`src/rtl/pipelined_carry_chain_adder.sv`:
```
// Pipelined carry-chain final adder: a new prop/gen vector resolves SEG_BITS bits per stage, for STAGES = ceil(WIDTH/SEG_BITS).
// Latency STAGES cycles, one operand per cycle; every stage stalls when out_valid && !out_ready. `define CARRY_CUT_EN adds approx_en.
module pipelined_carry_chain_adder #(
    parameter int WIDTH    = 50,
    parameter int SEG_BITS = 16
) (
    input  logic             clk,
    input  logic             rst_n,
    input  logic             in_valid,
    output logic             in_ready,
    input  logic [WIDTH-1:0] prop,
    input  logic [WIDTH-1:0] gen,
    input  logic             cin,
`ifdef CARRY_CUT_EN
    input  logic             approx_en,
`endif
    output logic             out_valid,
    input  logic             out_ready,
    output logic [WIDTH-1:0] sum,
    output logic             cout
);

    localparam int STAGES = (WIDTH + SEG_BITS - 1) / SEG_BITS;

    logic [STAGES-1:0]            vld_q, vld_d;
    logic [STAGES-1:0]            cry_q, cry_d;
    logic [STAGES-1:0]            apx_q, apx_d;
    logic [STAGES-1:0][WIDTH-1:0] sum_q, sum_d;
    logic [STAGES-1:0][WIDTH-1:0] prop_q, prop_d;
    logic [STAGES-1:0][WIDTH-1:0] gen_q, gen_d;

    logic advance;
    logic approx_in;

`ifdef CARRY_CUT_EN
    assign approx_in = approx_en;
`else
    assign approx_in = 1'b0;
`endif

    assign advance  = out_ready || !vld_q[STAGES-1];
    assign in_ready = advance;

    always_comb begin : stage_next
        logic [WIDTH-1:0] p;
        logic [WIDTH-1:0] g;
        logic [WIDTH-1:0] s;
        logic             c;
        logic             v;
        logic             a;
        int               kp;
        vld_d  = vld_q;
        cry_d  = cry_q;
        apx_d  = apx_q;
        sum_d  = sum_q;
        prop_d = prop_q;
        gen_d  = gen_q;
        for (int k = 0; k < STAGES; k++) begin
            kp = (k == 0) ? 0 : k - 1;
            if (k == 0) begin
                p = prop;
                g = gen;
                s = '0;
                c = cin;
                v = in_valid;
                a = approx_in;
            end else begin
                p = prop_q[kp];
                g = gen_q[kp];
                s = sum_q[kp];
                c = cry_q[kp];
                v = vld_q[kp];
                a = apx_q[kp];
            end
            for (int i = 0; i < WIDTH; i++) begin
                if (i >= k * SEG_BITS && i < (k + 1) * SEG_BITS) begin
                    s[i] = p[i] ^ c;
                    c    = p[i] ? c : g[i];
                end
            end
            // Cutting the stored carry both isolates the next segment and zeroes cout.
            if (a) begin
                c = 1'b0;
            end
            if (advance) begin
                vld_d[k] = v;
                // The output stage only reloads on a real result so sum/cout never show bubble data.
                if (v || k < STAGES - 1) begin
                    sum_d[k]  = s;
                    prop_d[k] = p;
                    gen_d[k]  = g;
                    cry_d[k]  = c;
                    apx_d[k]  = a;
                end
            end
        end
    end

    always_ff @(posedge clk or negedge rst_n) begin
        if (!rst_n) begin
            vld_q  <= '0;
            cry_q  <= '0;
            apx_q  <= '0;
            sum_q  <= '0;
            prop_q <= '0;
            gen_q  <= '0;
        end else begin
            vld_q  <= vld_d;
            cry_q  <= cry_d;
            apx_q  <= apx_d;
            sum_q  <= sum_d;
            prop_q <= prop_d;
            gen_q  <= gen_d;
        end
    end

    assign out_valid = vld_q[STAGES-1];
    assign sum       = sum_q[STAGES-1];
    assign cout      = cry_q[STAGES-1];

endmodule

```
`config.mk`:
```
export PLATFORM = sky130hd
export DESIGN_NAME = pipelined_carry_chain_adder
export DESIGN_NICKNAME = d
export VERILOG_FILES = /design/src/rtl/pipelined_carry_chain_adder.sv
export SDC_FILE = /design/constraint.sdc
export NUM_CORES = 1
export LEC_CHECK = 0
export CAP_MARGIN = 20
export CORE_UTILIZATION = 29
export DETAILED_ROUTE_END_ITERATION = 8
export PLACE_DENSITY = 0.6
export SYNTH_ARGS = -nofsm -noshare
export SYNTH_HDL_FRONTEND = slang
export SYNTH_SLANG_ARGS = --single-unit
```
`constraint.sdc`:
```
create_clock -name clk -period 2.5 [get_ports clk]
set_clock_uncertainty 0.1 [all_clocks]
set_input_delay 0.625 -clock clk [delete_from_list [all_inputs] [get_ports clk]]
set_output_delay 0.625 -clock clk [all_outputs]
set_load 0.05 [all_outputs]
```
### Word level (Yosys, flattened, before mapping)

Cells that the tools add are included.

* multiplexer cells: 50
* bitwise gates (word level): 50
* reductions and logical operators: 3

Operators with widths (count)
* 2-to-1 mux 1 bit: 50
* XOR 1 bit: 50
* AND reduction 2 bit: 1
* zero test 1 bit: 1
* logical OR 1 bit: 1

* register bits: 454
* output and inout bits: 53
* word-level logic and storage cells: 116

### Depth between registers and ports, before layout

Gate-level depths: netlist of run 1.

* depth in word-level cells: 16
* mapped depth: 9
* gate-level depth less buffers: 8

### Least setup slack after synthesis of run 1

OpenSTA, ideal clock, no wires.

* path type: register to output
* from: register vld_q[3]
* to: output in_ready
* arrival time: 1.970 ns
* data required time: 1.775 ns
* path slack: -0.195 ns
* cell stages (with the launch flop): 6
* path buffers: 3
* cells stage by stage: dfrtp_1 nor2b_1 clkbuf_1 inv_1 clkbuf_1 buf_1

* cells in the longest elaborated chain, start to end: 2

Ends and longest elaborated chain
* from (decl): line 25 `logic [STAGES-1:0] vld_q, vld_d;`
* from (signal assigned): line 108 `vld_q <= vld_d;`
* zero test 1 bit: line 41 `assign advance = out_ready || !vld_q[STAGES-1];`
* logical OR 1 bit: line 41
* to (decl): line 10 `output logic in_ready,`

No other way between the ends.

### Worst setup path in the final report of run 1

* from: register sum_q (netlist bit sum[47])
* to: output sum[47]

RTL lines
* from (decl): line 28 `logic [STAGES-1:0][WIDTH-1:0] sum_q, sum_d;`
* from (signal assigned): line 111 `sum_q <= sum_d;`
* to (decl): line 19 `output logic [WIDTH-1:0] sum,`

No word-level cell between the ends.

==> results of run 1 <==
==> where the power goes <==
part           internal, mW  switching (mW)
combinational          2.90            4.21
sequential             6.08            1.21
clock                  2.56            1.72
total                  11.5            7.14
==> cell usage in the layout, fill, tap and decap left out, drive strengths merged, types with 5 or more instances in the layout <==
cell	count
o21ai	59
dfrtp	262
inv	14
dlygate4sd2	6
clkinvlp	5
xor2	15
clkbuf	42
mux2	48
nand3b	5
a31oi	13
dlymetal6s2s	10
nor2	49
nand2	524
xnor2	33
a21oi	29
mux2i	10
clkdlybuf4s50	138
buf	50
==> registers in the layout, summed over array words and instances (netlist names) <==
register and count:
stage_next.s 48, sum 50, prop_q 52, sum_q 48
gen_q 52, cry_q 4, stage_next.p 2, vld_q 4
stage_next.g 2
==> cells by family after synthesis <==
group,Yosys count
compound gates,123
buf+inv,123
xor+xnor,48
mux,58
simple gates,597
flops,262
==> how the worst max path moves through the flow <==
stage,startpoint,to,slack (ps),depth (start not counted)
CTS,sum[41]$_DFFE_PN0P_,sum[41],4,1
global route,sum[49]$_DFFE_PN0P_,sum[49],1,1
global placement,prop[0],cry_q[0]$_DFFE_PN0N_,-490,8
finish,sum[47]$_DFFE_PN0P_,sum[47],60,1
floorplan,vld_q[3]$_DFFE_PN0N_,in_ready,80,5
detailed placement,prop[0],cry_q[0]$_DFFE_PN0N_,-480,8
==> timing repair <==
item,in CTS,in global routing
gates cloned,0,0
endpoints found under the setup margin,6,16
resized for setup,6,16
buffers inserted,0,0
hold buffers,1,0
endpoints found under the hold margin,60,0
==> through the flow <==
step / instances / hold WS (ps)
detailed placement: 1824 / 354
finish: 1881 / 361
CTS: 1878 / 367
global placement: 1824 / 348
floorplan: 1211 / 229
global route: 1880 / 384
==> layer usage <==
metal	global-route usage	share of wire	up-vias	wire [µm]
met2	0.215	0.48	135	12000
met1	0.171	0.45	3896	11300
met4	0.0421	0.023	0	573
li1	-	-	4101	-
met5	0	0	-	0
met3	0.0205	0.044	42	1100
==> final cells by class <==
| type | count | area share |
|---|---|---|
| clock inverters | 11 | 0.00983 |
| repair buffers | 205 | 0.144 |
| well taps | 518 | 0.0447 |
| multi-input cells | 826 | 0.289 |
| clock buffers | 42 | 0.0561 |
| diodes | 3 | 0.000518 |
| flip-flops and latches | 262 | 0.452 |
| inverters | 14 | 0.00397 |
==> flow_summary.json, run 1 <==
{
  "cp_slowest_stage_delay_ps": 810,
  "routedWlPerCell_um": 13.3,
  "effective_utilization_at_floorplan": 0.294,
  "min_delay_worst_endpoint": "stage_next.s[20]$_DFFE_PN0N_",
  "grt_setup_unrepaired": "false",
  "number_of_global_route_vias_before_repair": 8088,
  "netlist.top_cell.by_area": "dfrtp_1",
  "critical_path_buf_inv_count": 1,
  "tritoncts": "built",
  "root_buffer": "clkbuf_16",
  "largest_family_of_logic_cells_by_synthesized_area": "simple AND/OR/NAND/NOR gates",
  "chipHeight_um": 200,
  "ys_dominant_reg_cell": "dfrtp_1",
  "synth_cell_types": 40,
  "timing.final.setup_violations": 0,
  "die_width_um": 200,
  "h_tree_levels": 1,
  "synth_compound_gate_area_share": 0.0688,
  "r2r_end": "cry_q[1]$_DFFE_PN0N_",
  "worstSetupEndpointType": "output port",
  "yosys.area.top_type_share": 0.577,
  "max_clock_freq_ghz": 0.410,
  "worstPathMaxFanout": 2,
  "firstDrtPassIters": 4,
  "place.detailed.hpwl_um": 17600,
  "p_total_mw": 18.7,
  "final_min_period_over_clock_period": 0.975,
  "antenna_violations_before_repair": 3,
  "final_ant_viol_nets": 0,
  "synth_area_mm2": 0.0114,
  "route.final.wire_length_um": 25000,
  "insertion_delay_ps": 550,
  "max-cap-violations": 0,
  "hold-path-cell-count": 2,
  "yosys.area_share.xor_xnor": 0.0370,
  "synth_seq_area_share": 0.577,
  "area.sequential_mm2": 0.00656,
  "peak_supply_drop_mv": 0.511,
  "synth-adder-area-share": 0,
  "fin_area_mm2": 0.0145,
  "ys_warn_count": 0,
  "layout.nets": 1443,
  "final.min_clock_period_ps": 2440,
  "final_hold_viol_count": 0,
  "dr.first_iter.drc_count": 368,
  "ioPinCount": 158,
  "mappedNetlistNets": 1316,
  "placement_rows": 72,
  "io_buffer_count": 157,
  "die_area_mm2": 0.0400,
  "post_synth_mux_area_share": 0.0564,
  "postSynthAreaPerCell_um2": 9.39,
  "final_max_slew_viol_count": 0,
  "post_dp_cell_area_mm2": 0.0135,
  "track_usage": 0.129,
  "timing.critical_path.max_delay_family": "buffers and inverters",
  "postLayoutSetupSlackWorst_ps": 63.0,
  "async_s_r_ff_share_synth": 1.00,
  "dp_worst_setup_slack_ps": -482,
  "crit_type": "reg -> out",
  "final.fill_count": 3920,
  "synth-simple-area-share": 0.203,
  "finalWeightedCongestion": 0.782,
  "area.growth.synth_to_final_pct": 27.6,
  "netlist_instances": 1211,
  "p_leak_nw": 6.89,
  "outcome": "complete, no violations",
  "share_of_post_route_cells_with_drive_strength_above_1": 0.121,
  "synth_enable_flop_cells": 0,
  "grt_first_pass_wirelength_um": 41500,
  "setup.reg_to_reg.worst_slack_ps": 190,
  "timing.hold.worst.start": "stage_next.s[20]$_DFFE_PN0N_",
  "worst_ep_required_time_ps": 1770,
  "setup_tns_ps": 0,
  "numCtsBuffers": 29,
  "drt-vias-per-instance": 4.35,
  "synth_area_leaders": "dfrtp_1, nand2_1, mux2_2",
  "multiInputGateArea_mm2": 0.00419,
  "grt_max_degree": 91,
  "timing.critical_path.from_type": "flop",
  "ys_seq_elements": 262,
  "cts_sinks": 262,
  "grt-ovfl-total": 0,
  "critical-path-slowest-cell": "clkdlybuf4s50_1",
  "placeableCoreArea_mm2": 0.0386,
  "max-clock-path-buffers": 3,
  "reg2reg_from": "prop_q[16]$_DFFE_PN0N_",
  "worst-r2r-cell-count": 8,
  "most_common_cell_in_the_synthesized_netlist": "nand2_1",
  "worstPathArrival_ps": 1710,
  "power_per_cell_area_mw_per_mm2": 1290,
  "tightestPinTransition_ps": 605,
  "worstPathCellList": "clkdlybuf4s50_1",
  "slew-limit-headroom": 0.597,
  "dr_total_vias": 8174,
  "hold_class": "reg -> reg",
  "synth_common_cells": "nand2_1, dfrtp_1, o21ai_0",
  "remaining_drc_errors": 0,
  "finalCoreUtilization": 0.375,
  "cts.clk_slew.worst_paths_ps": 60
}
No activity file was read; power rests on OpenSTA's default activity.
==> run 2: changes to the inputs <==
--- a/config.mk
+++ b/config.mk
@@ -8,7 +8,8 @@
 export CAP_MARGIN = 20
 export CORE_UTILIZATION = 29
 export DETAILED_ROUTE_END_ITERATION = 8
-export PLACE_DENSITY = 0.6
+export PLACE_DENSITY = 0.61
+export SKIP_CTS_REPAIR_TIMING = 1
 export SYNTH_ARGS = -nofsm -noshare
 export SYNTH_HDL_FRONTEND = slang
 export SYNTH_SLANG_ARGS = --single-unit
==> constraint.sdc (replaced) <==
create_clock -name clk -period 2.1 [get_ports clk]
set_clock_uncertainty 0.1 [all_clocks]
set_input_delay 0.525 -clock clk [delete_from_list [all_inputs] [get_ports clk]]
set_output_delay 0.525 -clock clk [all_outputs]
set_load 0.05 [all_outputs]
==> flow_summary.json, run 2 (synthesis results as in run 1) <==
{
  "max-cap-violations": 0,
  "outcome": "complete, but fails checks",
  "timing.hold.ws_ps": 340,
  "setup.worst_path.end": "cry_q[1]$_DFFE_PN0N_",
  "hold_class": "in -> async",
  "die_width_um": 200,
  "numCtsBuffers": 30,
  "slew-limit-headroom": 0.753,
  "postLayoutSetupSlackWorst_ps": -87.1,
  "timing.critical_path.from_type": "flop",
  "critical-path-slowest-cell": "dfrtp_1",
  "highest_count_cells_in_the_layout_ignoring_fill_and_taps": "nand2_1, dfrtp_1, buf_4",
  "route.final.wire_length_um": 25500,
  "r2r_end": "cry_q[1]$_DFFE_PN0N_",
  "worstPathArrival_ps": 2530,
  "share_clk_of_total_power": 0.237,
  "finalWeightedCongestion": 0.811,
  "effective_utilization_at_floorplan": 0.294,
  "final.min_clock_period_ps": 2190,
  "number_of_global_route_vias_before_repair": 8226,
  "placeableCoreArea_mm2": 0.0386,
  "final_min_period_over_clock_period": 1.04,
  "p_leak_nw": 7.20,
  "insertion_delay_ps": 570,
  "root_buffer": "clkbuf_16",
  "timing.final.setup_violations": 4,
  "tritoncts": "built",
  "chipHeight_um": 200,
  "comb_power_share": 0.392,
  "violations_in_the_final_reports": "negative setup slack",
  "power_frac_seq": 0.370,
  "placement_rows": 72,
  "peak_supply_drop_mv": 0.628,
  "final_ant_viol_nets": 0,
  "grt_first_pass_wirelength_um": 41400,
  "power_per_cell_area_mw_per_mm2": 1560,
  "remaining_drc_errors": 0,
  "grt-ovfl-total": 0,
  "reg2reg_from": "prop_q[16]$_DFFE_PN0N_",
  "worstPathMaxFanout": 3,
  "layout.cells.most_common": "nand2_1",
  "sw_frac": 0.377,
  "drt-vias-per-instance": 4.31,
  "layout.nets": 1491,
  "max_clock_freq_ghz": 0.457,
  "die_area_mm2": 0.0400,
  "place.detailed.hpwl_um": 18300,
  "io_buffer_count": 157,
  "worstPathCellList": "mux2i_4 -> a41o_1 -> nor3_2 -> o31a_2 -> o2111ai_4 -> a31oi_4 -> a31o_2",
  "cts_sinks": 262,
  "share_of_post_route_cells_with_drive_strength_above_1": 0.204,
  "routedWlPerCell_um": 13.2,
  "final_max_slew_viol_count": 0,
  "max-clock-path-buffers": 3,
  "critPathLaunch": "prop_q[16]$_DFFE_PN0N_",
  "grt_setup_unrepaired": "true",
  "worst_ep_required_time_ps": 2440,
  "final_hold_viol_count": 0,
  "track_usage": 0.129,
  "dp_worst_setup_slack_ps": -699,
  "cts.clk_slew.worst_paths_ps": 60,
  "tightestPinTransition_ps": 370,
  "ioPinCount": 158,
  "cp_slowest_stage_delay_ps": 400,
  "grt_max_degree": 64,
  "worst-r2r-cell-count": 7,
  "area.growth.synth_to_final_pct": 31.7,
  "crit_type": "reg -> reg",
  "setup_tns_ps": -214,
  "dr_total_vias": 8309,
  "h_tree_levels": 1,
  "dr.first_iter.drc_count": 382,
  "switching_power_mw": 8.83,
  "antenna_violations_before_repair": 0,
  "power_report.internal_total_mw": 14.6,
  "n_antenna_cell": 0,
  "setup.reg_to_reg.worst_slack_ps": -90,
  "final.fill_count": 3836,
  "worstSetupEndpointType": "flop",
  "firstDrtPassIters": 4
}
## run 2: layout make-up
cell class / count / area (µm²) / share of cell area
Multi-Input combinational cell: 826 / 4320 / 0.289
Clock inverter: 14 / 220 / 0.0147
Timing Repair Buffer: 252 / 2310 / 0.155
Tap cell: 518 / 648 / 0.0433
Clock buffer: 41 / 852 / 0.0569
Inverter: 14 / 57.6 / 0.00384
Sequential cell: 262 / 6560 / 0.438
## run 2: worst min-delay path by stage
stage / start / end / slack (ps) / depth (start not counted)
after floorplan: rst_n / cry_q[0]$_DFFE_PN0N_ / 130 / 0
after global placement: rst_n / gen_q[35]$_DFFE_PN0N_ / 340 / 1
after detailed placement: rst_n / gen_q[35]$_DFFE_PN0N_ / 340 / 1
after CTS: rst_n / sum[32]$_DFFE_PN0P_ / -280 / 1
after global routing: rst_n / sum[32]$_DFFE_PN0P_ / 360 / 2
final: rst_n / sum[32]$_DFFE_PN0P_ / 340 / 2
## run 2: worst max-delay path: cells and delay by family (launching register included)
family          cells  cell delay [ps]
compound gates      5             1220
flops               1              400
mux                 1              260
simple gates        1               70
## run 2: power by group through the flow
stage	Clock (mW)	Combinational (mW)	Sequential (mW)
floorplan	0	6.88	8.31
global placement	0	8.80	8.70
detailed placement	0	8.98	8.77
CTS	5.75	9.01	8.68
global route	5.94	10.2	8.98
finish	5.56	9.19	8.68
## run 2: stage by stage
step                 util  cell area (µm²)  total power, mW  instances
finish              0.387            15000             23.4       1927
detailed placement  0.354            13700             17.7       1860
global route        0.387            15000             25.1       1927
CTS                 0.382            14800             23.4       1915
floorplan               -            11400             15.2       1211
global placement    0.354            13700             17.5       1860
## run 2: routing by layer
layer,GRT usage,part of all wire
met5,0,0
met4,0.0418,0.021
met3,0.0183,0.039
met2,0.214,0.48
met1,0.172,0.46
